<file path="config.mk">
export PLATFORM = sky130hd
export DESIGN_NAME = piece_randomizer
export DESIGN_NICKNAME = d
export VERILOG_FILES = /design/src/rtl/piece_randomizer_pkg.sv /design/src/rtl/lfsr16.sv /design/src/rtl/piece_randomizer.sv
export SDC_FILE = /design/constraint.sdc
export NUM_CORES = 1
export LEC_CHECK = 0
export CAP_MARGIN = 20
export CORE_ASPECT_RATIO = 0.6
export CORE_MARGIN = 2
export CORE_UTILIZATION = 40
export DETAILED_ROUTE_END_ITERATION = 16
export PLACE_DENSITY_LB_ADDON = 0.05
export REMOVE_ABC_BUFFERS = 1
export SYNTH_ARGS = -nofsm -noshare
export SYNTH_HDL_FRONTEND = slang
export SYNTH_SLANG_ARGS = --single-unit
</file>
<file path="constraint.sdc">
create_clock -name clk -period 4.55 [get_ports clk]
set_input_delay 0.6825 -clock clk [delete_from_list [all_inputs] [get_ports clk]]
set_output_delay 0.6825 -clock clk [all_outputs]
set_load 0.05 [all_outputs]
</file>
<file path="src/rtl/piece_randomizer_pkg.sv">
// Shared definitions for the piece randomizer.
//   - Game FSM state encodings driven on game_current_state by the game controller.
//   - Piece-type encodings and PIECE_COUNT.
//   - Refill FSM state type and a lowest-unused-type helper for the bag mask.
package piece_randomizer_pkg;

    // Game FSM state encodings (3-bit game_current_state bus)
    localparam logic [2:0] INITIAL      = 3'd0;
    localparam logic [2:0] GEN_PIECE    = 3'd1;
    localparam logic [2:0] FALLING      = 3'd2;
    localparam logic [2:0] ROTATE_PIECE = 3'd3;
    localparam logic [2:0] CLEAR_ROW    = 3'd4;
    localparam logic [2:0] GAME_OVER    = 3'd5;
    localparam logic [2:0] PAUSED       = 3'd6;
    localparam logic [2:0] LOCK_PIECE   = 3'd7;

    localparam int PIECE_COUNT = 7;

    typedef enum logic [2:0] {
        PIECE_I = 3'd0,
        PIECE_O = 3'd1,
        PIECE_T = 3'd2,
        PIECE_S = 3'd3,
        PIECE_Z = 3'd4,
        PIECE_J = 3'd5,
        PIECE_L = 3'd6
    } piece_type_t;

    typedef enum logic {
        RF_IDLE = 1'b0,
        RF_DRAW = 1'b1
    } refill_state_t;

    // Lowest piece type whose bit is clear in the bag mask. The mask is never
    // all ones when this is consulted, because a full bag is cleared the same
    // cycle it fills.
    function automatic logic [2:0] lowest_unused(input logic [6:0] mask);
        logic [2:0] idx;
        idx = 3'd0;
        for (int i = PIECE_COUNT - 1; i >= 0; i--) begin
            if (!mask[i]) idx = 3'(i);
        end
        return idx;
    endfunction

endpackage

</file>
<file path="src/rtl/lfsr16.sv">
// 16-bit Fibonacci LFSR (taps 16,14,13,11), advancing every cycle.
// Ports:
//   clk, rst      - clock and synchronous active-high reset (loads SEED)
//   seed_load     - one-cycle strobe: next state becomes seed_in
//   seed_in       - replacement seed; zero is mapped to 16'h0001
//   lfsr_state    - full current register contents
module lfsr16 #(
    parameter logic [15:0] SEED = 16'hACE1
) (
    input  logic        clk,
    input  logic        rst,
    input  logic        seed_load,
    input  logic [15:0] seed_in,
    output logic [15:0] lfsr_state
);

    // An all-zero register would lock up forever, so zero seeds become 1.
    localparam logic [15:0] RESET_VAL = (SEED == 16'h0000) ? 16'h0001 : SEED;

    logic [15:0] lfsr_q;
    logic [15:0] lfsr_d;
    logic        feedback;

    always_comb begin
        feedback = lfsr_q[15] ^ lfsr_q[13] ^ lfsr_q[12] ^ lfsr_q[10];
        lfsr_d   = {lfsr_q[14:0], feedback};
        if (seed_load) begin
            lfsr_d = (seed_in == 16'h0000) ? 16'h0001 : seed_in;
        end
    end

    always_ff @(posedge clk) begin
        if (rst) lfsr_q <= RESET_VAL;
        else     lfsr_q <= lfsr_d;
    end

    assign lfsr_state = lfsr_q;

endmodule

</file>
<file path="src/rtl/piece_randomizer.sv">
// 7-bag random piece source with a two-slot queue (head H, tail T).
// A take fires on entry into INITIAL (flush both slots) or CLEAR_ROW (pop H,
// T moves up). A background refill FSM draws candidates from the LFSR,
// rejecting 7 and types already used in the current bag, with a deterministic
// fallback after MAX_TRIES rejections.
// Ports:
//   clk, rst             - clock, synchronous active-high reset
//   game_current_state   - game FSM state (encodings in piece_randomizer_pkg)
//   seed_load, seed_in   - reseed strobe and value for the LFSR
//   rand_num1/rand_num3  - tail type / rotation (stale while rand_valid=0)
//   rand_num2/rand_num4  - head type / rotation
//   rand_valid           - both slots full
//   underflow            - sticky: a take happened while not valid
module piece_randomizer
    import piece_randomizer_pkg::*;
#(
    parameter logic [15:0] SEED      = 16'hACE1,
    parameter int          MAX_TRIES = 15
) (
    input  logic        clk,
    input  logic        rst,
    input  logic [2:0]  game_current_state,
    input  logic        seed_load,
    input  logic [15:0] seed_in,
    output logic [2:0]  rand_num1,
    output logic [2:0]  rand_num2,
    output logic [1:0]  rand_num3,
    output logic [1:0]  rand_num4,
    output logic        rand_valid,
    output logic        underflow
);

    localparam int RETRY_W = (MAX_TRIES > 0) ? $clog2(MAX_TRIES + 1) : 1;

    logic [15:0]        lfsr;

    logic [2:0]         t_q, t_d;
    logic [2:0]         h_q, h_d;
    logic [1:0]         rot_t_q, rot_t_d;
    logic [1:0]         rot_h_q, rot_h_d;
    logic [1:0]         count_q, count_d;
    logic [6:0]         used_q, used_d;
    logic [2:0]         state_q, state_d;
    logic [RETRY_W-1:0] retry_q, retry_d;
    logic               underflow_q, underflow_d;
    refill_state_t      fsm_q, fsm_d;

    logic               take_init;
    logic               take_clear;
    logic [1:0]         count_post;
    logic [2:0]         cand;
    logic               cand_ok;
    logic [7:0]         used_ext;
    logic [2:0]         pick;
    logic [6:0]         mask_next;

    lfsr16 #(
        .SEED(SEED)
    ) u_lfsr (
        .clk       (clk),
        .rst       (rst),
        .seed_load (seed_load),
        .seed_in   (seed_in),
        .lfsr_state(lfsr)
    );

    always_comb begin
        t_d         = t_q;
        h_d         = h_q;
        rot_t_d     = rot_t_q;
        rot_h_d     = rot_h_q;
        used_d      = used_q;
        retry_d     = retry_q;
        underflow_d = underflow_q;
        state_d     = game_current_state;
        pick        = 3'd0;
        mask_next   = used_q;

        take_init  = (game_current_state == INITIAL)   && (state_q != INITIAL);
        take_clear = (game_current_state == CLEAR_ROW) && (state_q != CLEAR_ROW);

        // Take is applied first; the draw below sees the post-take occupancy.
        count_post = count_q;
        if (take_init) begin
            count_post = 2'd0;
            if (count_q != 2'd2) underflow_d = 1'b1;
        end else if (take_clear) begin
            if (count_q == 2'd2) begin
                h_d        = t_q;
                rot_h_d    = rot_t_q;
                count_post = 2'd1;
            end else begin
                count_post  = 2'd0;
                underflow_d = 1'b1;
            end
        end

        // Bit 7 of the extended mask is always set so candidate 7 is rejected
        // by the same lookup as an already-used type.
        cand     = lfsr[2:0];
        used_ext = {1'b1, used_q};
        cand_ok  = !used_ext[cand];

        count_d = count_post;
        if ((fsm_q == RF_DRAW) && (count_post != 2'd2)) begin
            if (cand_ok || (retry_q == RETRY_W'(MAX_TRIES))) begin
                pick = cand_ok ? cand : lowest_unused(used_q);
                if (count_post == 2'd0) begin
                    h_d     = pick;
                    rot_h_d = lfsr[9:8];
                end else begin
                    t_d     = pick;
                    rot_t_d = lfsr[9:8];
                end
                count_d   = count_post + 2'd1;
                retry_d   = '0;
                mask_next = used_q | (7'b1 << pick);
                // A completed bag starts over immediately.
                used_d    = (mask_next == 7'h7F) ? 7'h00 : mask_next;
            end else begin
                retry_d = retry_q + 1'b1;
            end
        end

        fsm_d = (count_d == 2'd2) ? RF_IDLE : RF_DRAW;
    end

    // The reset pair (0 in T, 1 in H) is pre-marked as drawn in the first bag.
    always_ff @(posedge clk) begin
        if (rst) begin
            t_q         <= 3'd0;
            h_q         <= 3'd1;
            rot_t_q     <= 2'd0;
            rot_h_q     <= 2'd0;
            count_q     <= 2'd2;
            used_q      <= 7'b0000011;
            state_q     <= INITIAL;
            retry_q     <= '0;
            underflow_q <= 1'b0;
            fsm_q       <= RF_IDLE;
        end else begin
            t_q         <= t_d;
            h_q         <= h_d;
            rot_t_q     <= rot_t_d;
            rot_h_q     <= rot_h_d;
            count_q     <= count_d;
            used_q      <= used_d;
            state_q     <= state_d;
            retry_q     <= retry_d;
            underflow_q <= underflow_d;
            fsm_q       <= fsm_d;
        end
    end

    assign rand_num1  = t_q;
    assign rand_num2  = h_q;
    assign rand_num3  = rot_t_q;
    assign rand_num4  = rot_h_q;
    assign rand_valid = (count_q == 2'd2);
    assign underflow  = underflow_q;

endmodule

</file>
==> results of run 1 <==
==> synthesized netlist by cell type (3+ instances only) <==
library cell / count
a211oi_1: 14
a21oi_1: 6
a31oi_1: 5
a41oi_1: 5
buf_2: 4
clkbuf_1: 6
dfxtp_1: 44
ha_1: 3
inv_1: 9
mux2i_1: 23
nand2_1: 23
nand3_1: 4
nand4_1: 4
nor2_1: 30
nor2b_1: 4
nor4_1: 4
o21ai_0: 6
xnor2_1: 3
==> area by class of cell <==
class | instances | share of cell area
multi-input combinational | 175 | 0.451
sequential | 44 | 0.333
timing repair buffer | 35 | 0.131
tap | 66 | 0.0313
clock buffer | 6 | 0.0275
clock inverter | 2 | 0.0133
inverter | 9 | 0.0128
==> metal layers <==
metal  track usage  vias up  share of wire
met3        0.0420        4          0.063
met5             0        -              0
li1              -      926              -
met2         0.238       47           0.37
met1         0.288      826           0.56
met4        0.0294        0         0.0061
==> registers in the layout (all words and copies together) (netlist names) <==
register and cells:
state_q 3, rand_num3 2, u_lfsr.lfsr_state 16, used_q 7
retry_q 4, rand_num4 2, rand_num1 3, underflow 1
rand_num2 3, fsm_q 1, count_q 2
==> layout by cell type, fill, tap and decap left out, types with 3 or more instances in the layout <==
| master | Yosys | layout |
|---|---|---|
| a211oi_1 | 14 | 14 |
| a21oi_1 | 6 | 6 |
| a31oi_1 | 5 | 5 |
| a41oi_1 | 5 | 5 |
| clkbuf_8 | 0 | 5 |
| clkdlybuf4s50_1 | 0 | 33 |
| dfxtp_1 | 44 | 44 |
| ha_1 | 3 | 3 |
| inv_1 | 9 | 9 |
| mux2i_1 | 23 | 23 |
| nand2_1 | 23 | 23 |
| nand3_1 | 4 | 4 |
| nand4_1 | 4 | 4 |
| nor2_1 | 30 | 30 |
| nor2b_1 | 4 | 4 |
| nor4_1 | 4 | 4 |
| o21ai_0 | 6 | 6 |
| xnor2_1 | 3 | 3 |
==> cells by family after synthesis <==
group,count (synthesis)
compound gates,55
buf+inv,23
fa+ha+maj,4
flops,44
simple gates,85
mux,26
xor+xnor,5
==> power by group through the flow <==
stage          sequential, uW  clock (uW)  combinational, uW
2_1_floorplan             443           0               94.3
3_3_place_gp              436           0                169
3_5_place_dp              435           0                170
4_1_cts                   426         301                171
5_1_grt                   430         318                188
6_report                  426         293                170
==> final timing paths <==
kind                            slack, ps  depth (start not counted)                    to
worst min-delay path                  450                          2  u_lfsr.lfsr_state[6]
worst min register to register        450                          2  u_lfsr.lfsr_state[6]
worst max-delay path                  770                         12             used_q[4]
worst max register to register       1360                         10             used_q[4]
==> through the flow <==
step	total power [uW]	cells	cell area, um^2	hold slack (ps)	utilization
2_1_floorplan	537	228	2110	418	-
3_3_place_gp	605	329	2530	426	0.492
3_5_place_dp	605	329	2530	429	0.492
4_1_cts	898	337	2640	449	0.513
5_1_grt	936	337	2640	471	0.513
6_report	890	337	2640	446	0.513
==> critical path: stages <==
cell             delay (ps)
clkdlybuf4s50_1         430
nor2_1                  150
o311ai_1                160
or3b_2                  580
a21boi_1                270
inv_1                   100
ha_1                    200
nand2b_1                260
nor2_1                  440
inv_1                   150
a221oi_4                370
a211oi_1                140
==> results.cfg, run 1 <==
[status]
status = finished, final reports clean

[die]
coreArea_mm2 = 0.00515
fp.dieW_um = 99.5
die_area_mm2 = 0.00610
num_rows = 20
die_h_um = 61.3
io-pin-count = 34
start_util = 0.425

[worst_hold_path]
min_path_type = reg -> reg
hold_start = u_lfsr.lfsr_state[5]

[timing]
final.setup.tns_ps = 0
clock.fmax_mhz = 264
slew_viol_final = 0
rsz0062_at_grt = false
slew_headroom = 0.375
finalSetupViolCount = 0
timing.final.ws_setup_ps = 766
clock_skew_ps = 6.40
worst_pin_slew_ps = 934
period_share = 0.832
finalHoldViolations = 0
fin_crit_ps = 3780

[cells_and_area]
n_fill_cell = 516
diodes = 0
multi_input_area_mm2 = 0.00119
drive_gt1_frac = 0.0775
layout.nets = 295
final-seq-area_um2 = 881
syn2layout_area_growth_pct = 20.7

[synthesis]
synth_seq_area_share = 0.402
muxShareOfSynthArea = 0.122
synth_top_family_by_area = compound AO/OA/AOI/OAI gates
synth_compound_area_frac = 0.193
yosys_register_bits = 44
yosys.area_share.simple = 0.187
ys_async_sr_fraction = 0
ys_top_cells_by_area = dfxtp_1 40%, mux2i_1 11%, nor2_1 5.1%
yosysWarnings = 0
yosys.cell_types.count = 53
ys.flop_type = dfxtp_1
synth-adder-area-share = 0.0217
synthXorXnorAreaFrac = 0.0200
yosys.area.top_type = dfxtp_1
synth_edf_count = 0
syn_avg_cell_area_um2 = 9.05
synth_top_area_frac = 0.402
synth_area_mm2 = 0.00219
syn_inst = 242

[clock_network]
path_clk_slew_ps = 80
cts_tree = yes
h-tree-depth = 2
cts-resized-gates = 0
worstSkewPairLatency_ps = 290
cts_root_buf = clkbuf_8
cts_hold_buf = 0
cts_setup_buffers = 0
numCtsBuffers = 5
clockBufferDepth = 2
clkSinkCount = 44

[power_and_ir_drop]
power.share.clock = 0.330
ir_drop_uv = 184
power_switching_uw = 248
p_leak_uw = 0.00102
power_density_mw_per_mm2 = 337
swShare = 0.278
p_seq_frac = 0.479
intPower_uw = 642
comb_power_share = 0.192

[critical_path]
arrival_ps = 3940
cp_max_fo = 8
endpoint_kind = flip-flop
critPathKind = in -> reg
critPathLaunch = game_current_state[1]
worstReg2RegStart = state_q[1]
cp-start-kind = input port
worstPathRequired_ps = 4700

[routing]
ant_nets = 0
via_count = 1803
via_per_inst = 5.35
drt_iter0_drc = 111
dr.pass1.iters = 4
drc = 0
routed_wl_mm = 5.06
wire_per_inst_um = 15.0

[placed_design]
post-place-ws_ps = 533
hpwl_mm = 3.76
port_buffers = 33
place.gp.congestion = 0.814

[grt]
overflow = 0
grt_use_total = 0.179
grt_pass1_wl_mm = 8.39
grt_max_degree = 36
antenna_found_initial = 0
grt_pass1_vias = 1615

[run]
max-cap-violations = 0
Note: power is estimated with default switching activity, not from simulation.
==> run 2: changes to the inputs <==
clock period = 3.65 ns   (was 4.55 ns; I/O delays follow)
==> results.cfg, run 2 (same netlist as run 1, synthesis figures left out) <==
[status]
status = finished, final reports clean

[cells_and_area]
n_fill_cell = 505
drive_gt1_frac = 0.0909
mostFrequentLayoutCell = dfxtp_1
syn2layout_area_growth_pct = 22.1
layout.nets = 299
utilization = 0.518
diodes = 0
final_cell_mix = 44 x dfxtp_1, 33 x clkdlybuf4s50_1, 30 x nor2_1
largest_reg_flops = 16

[clock_network]
clkSinkCount = 44
clockBufferDepth = 2
numCtsBuffers = 5
cts_hold_buf = 0
worstSkewPairLatency_ps = 300
cts_setup_buffers = 0
cts-resized-gates = 0
h-tree-depth = 2
cts_tree = yes
path_clk_slew_ps = 90
cts_root_buf = clkbuf_8

[grt]
antenna_found_initial = 0
grt_use_total = 0.178
overflow = 0
grt_pass1_wl_mm = 8.20
grt_max_degree = 36
grt_pass1_vias = 1628

[routing]
via_count = 1834
wire_per_inst_um = 15.3
via_per_inst = 5.38
dr.pass1.iters = 4
routed_wl_mm = 5.23
ant_nets = 0
drt_iter0_drc = 77
drc = 0

[timing]
finalSetupViolCount = 0
fin_crit_ps = 3110
final.setup.tns_ps = 0
worst_pin_slew_ps = 932
timing.final.ws_setup_ps = 536
fin_hold_ws_ps = 445
period_share = 0.853
clock.fmax_mhz = 321
slew_viol_final = 0
clock_skew_ps = 10.6
finalHoldViolations = 0
slew_headroom = 0.377
rsz0062_at_grt = false

[critical_path]
cp_max_fo = 7
cp-start-kind = input port
endpoint_kind = flip-flop
worstPathRequired_ps = 3800
critPathKind = in -> reg
arrival_ps = 3260

[power_and_ir_drop]
ir_drop_uv = 206
power_density_mw_per_mm2 = 421
p_leak_uw = 0.00104

[placed_design]
port_buffers = 33
post-place-ws_ps = 218
place.gp.congestion = 0.883
hpwl_mm = 3.81

[die]
io-pin-count = 34
fp.dieW_um = 99.5
start_util = 0.425
coreArea_mm2 = 0.00515
die_h_um = 61.3
num_rows = 20
die_area_mm2 = 0.00610

[run]
max-cap-violations = 0

[worst_hold_path]
min_path_type = reg -> reg
## run 2: changes by cell type in the layout (fill, tap and decap cells not counted), sizes merged
cell	delta
buf	+4
## run 2: area by class of cell
class	count	area, um^2	area share
tap	66	82.6	0.0309
clock inverter	2	35.0	0.0131
inverter	9	33.8	0.0126
multi-input combinational	175	1190	0.446
sequential	44	881	0.330
timing repair buffer	39	375	0.140
clock buffer	6	72.6	0.0272
## run 2: routing by layer
metal	up-vias	wire (um)	GRT usage
met5	-	0	0
met4	0	45	0.0528
met3	5	416	0.0511
met2	57	1920	0.234
met1	838	2840	0.275
li1	934	-	-
## run 2: worst max-delay path: stages
cell and delay, ps:
clkdlybuf4s50_1 420, nor2_1 140, o311ai_1 160, or3b_2 480, a21boi_1 240, inv_1 100, ha_1 200, nand2b_1 160
nor2_1 210, inv_1 110, a221oi_4 360, a211oi_1 130
## run 2: metrics by stage
step	instances	area [um^2]	total power [uW]
floorplan	228	2110	669
detailed placement	333	2560	760
global placement	333	2560	761
finish	341	2670	1130
CTS	341	2670	1130
global route	341	2670	1170
## run 2: path summary, 6_finish.rpt
| check | from | end | slack [ps] | depth (start not counted) |
|---|---|---|---|---|
| max reg2reg | u_lfsr.lfsr_state[0] | used_q[3] | 840 | 7 |
| min reg2reg | underflow | underflow | 450 | 2 |
| min | underflow | underflow | 450 | 2 |
| max | game_current_state[1] | used_q[3] | 540 | 12 |
## run 2: report_power, final
part           switching (uW)  total, uW  internal, uW
logic                     125        220          94.7
registers                23.2        531           507
clock network             171        375           203
==> run 3: changes to the inputs <==
CORE_MARGIN = unset   (was 2)
==> results.cfg, run 3 (same netlist as run 1, synthesis figures left out) <==
[status]
status = finished, final reports clean

[cells_and_area]
drive_gt1_frac = 0.0876
layout.nets = 299
n_fill_cell = 485
largest_reg_flops = 16
syn2layout_area_growth_pct = 20.7
final_cell_mix = 44 x dfxtp_1, 33 x clkdlybuf4s50_1, 30 x nor2_1
multi_input_area_mm2 = 0.00119
final-seq-area_um2 = 881
mostFrequentLayoutCell = dfxtp_1
final_cells = 340
diodes = 0

[routing]
drc = 0
drt_iter0_drc = 79
routed_wl_mm = 5.09
via_per_inst = 5.33
wire_per_inst_um = 15.0
via_count = 1812
dr.pass1.iters = 4
ant_nets = 0

[die]
io-pin-count = 34
fp.dieW_um = 97.5
coreArea_mm2 = 0.00515
die_area_mm2 = 0.00578
die_h_um = 59.3
num_rows = 20
start_util = 0.425

[timing]
clock_skew_ps = 6.55
worst_pin_slew_ps = 917
finalSetupViolCount = 0
timing.final.ws_setup_ps = 470
final.setup.tns_ps = 0
clock.fmax_mhz = 315
period_share = 0.871
finalHoldViolations = 0
fin_crit_ps = 3180
rsz0062_at_grt = false
slew_viol_final = 0
slew_headroom = 0.387

[power_and_ir_drop]
ir_drop_uv = 151
swShare = 0.295
comb_power_share = 0.213
power.share.clock = 0.275
intPower_uw = 733
p_leak_uw = 0.00103
power_switching_uw = 306
p_seq_frac = 0.512
power_density_mw_per_mm2 = 393

[grt]
grt_pass1_vias = 1624
grt_max_degree = 35
overflow = 0
grt_use_total = 0.186
grt_pass1_wl_mm = 8.35
antenna_found_initial = 0

[clock_network]
worstSkewPairLatency_ps = 290
cts_setup_buffers = 0
cts_tree = yes
clkSinkCount = 44
cts_hold_buf = 0
path_clk_slew_ps = 80
numCtsBuffers = 5
clockBufferDepth = 2
cts_root_buf = clkbuf_8
cts-resized-gates = 0
h-tree-depth = 2

[placed_design]
dp.cells = 333
hpwl_mm = 3.72
port_buffers = 33
post-place-ws_ps = 185
place.gp.congestion = 0.870

[critical_path]
critPathLaunch = game_current_state[1]
critPathKind = in -> reg
cp_max_fo = 7
critPathMaxStageDelay_ps = 480
arrival_ps = 3320
cp-start-kind = input port
endpoint_kind = flip-flop
crit_chain = clkdlybuf4s50_1 > nor2_1 > o311ai_1 > or3b_2 > a21boi_1 > inv_1 > ha_1 > nand2b_1 > nor2_1 > inv_1 > a221oi_4 > a211oi_1
worstPathRequired_ps = 3790
worstReg2RegStart = u_lfsr.lfsr_state[0]
slowest_stage = or3b_2

[worst_hold_path]
min_path_type = reg -> reg
hold_start = u_lfsr.lfsr_state[14]

[run]
max-cap-violations = 0
-- run 3: power by group through the flow --
| stage | Clock (uW) | Sequential, uW | Combinational (uW) |
|---|---|---|---|
| global placement | 0 | 543 | 219 |
| CTS | 295 | 532 | 221 |
| floorplan | 0 | 552 | 118 |
| global route | 319 | 536 | 241 |
| detailed placement | 0 | 543 | 220 |
| finish | 286 | 532 | 221 |
-- run 3: area by class of cell --
cell class              instances  area share
clock inverters                 1     0.00189
well taps                      66      0.0313
repair buffers                 39       0.142
inverters                       9      0.0128
multi-input cells             175       0.451
clock buffers                   6      0.0275
flip-flops and latches         44       0.333
-- run 3: critical path: cells and delay by family --
| kind | cells | cell delay (ps) |
|---|---|---|
| buffers and inverters | 3 | 660 |
| and+or+nand+nor | 4 | 1020 |
| AOI/OAI and AO/OA | 4 | 880 |
| adders and majority gates | 1 | 200 |
-- run 3: stage by stage --
stage	total power (uW)	util	hold slack, ps	area (um^2)
final	1040	0.513	444	2640
after global routing	1100	0.513	464	2640
after CTS	1050	0.513	449	2640
after detailed placement	762	0.498	429	2560
after global placement	761	0.498	430	2560
after floorplan	669	-	418	2110
-- run 3: per-layer routing --
layer / wire length (um) / global-route usage / vias to the layer above / part of all wire
met5: 0 / 0 / - / 0
met4: 19 / 0.0441 / 0 / 0.0037
met3: 298 / 0.0413 / 2 / 0.059
met2: 1910 / 0.250 / 44 / 0.38
met1: 2860 / 0.293 / 834 / 0.56
li1: - / - / 932 / -
-- run 3: worst paths after layout --
path	end	slack [ps]	cells past startpoint
worst max-delay path	used_q[6]	470	12
worst min-delay path	u_lfsr.lfsr_state[15]	440	2
worst max register to register	used_q[6]	850	7
worst min register to register	u_lfsr.lfsr_state[15]	440	2
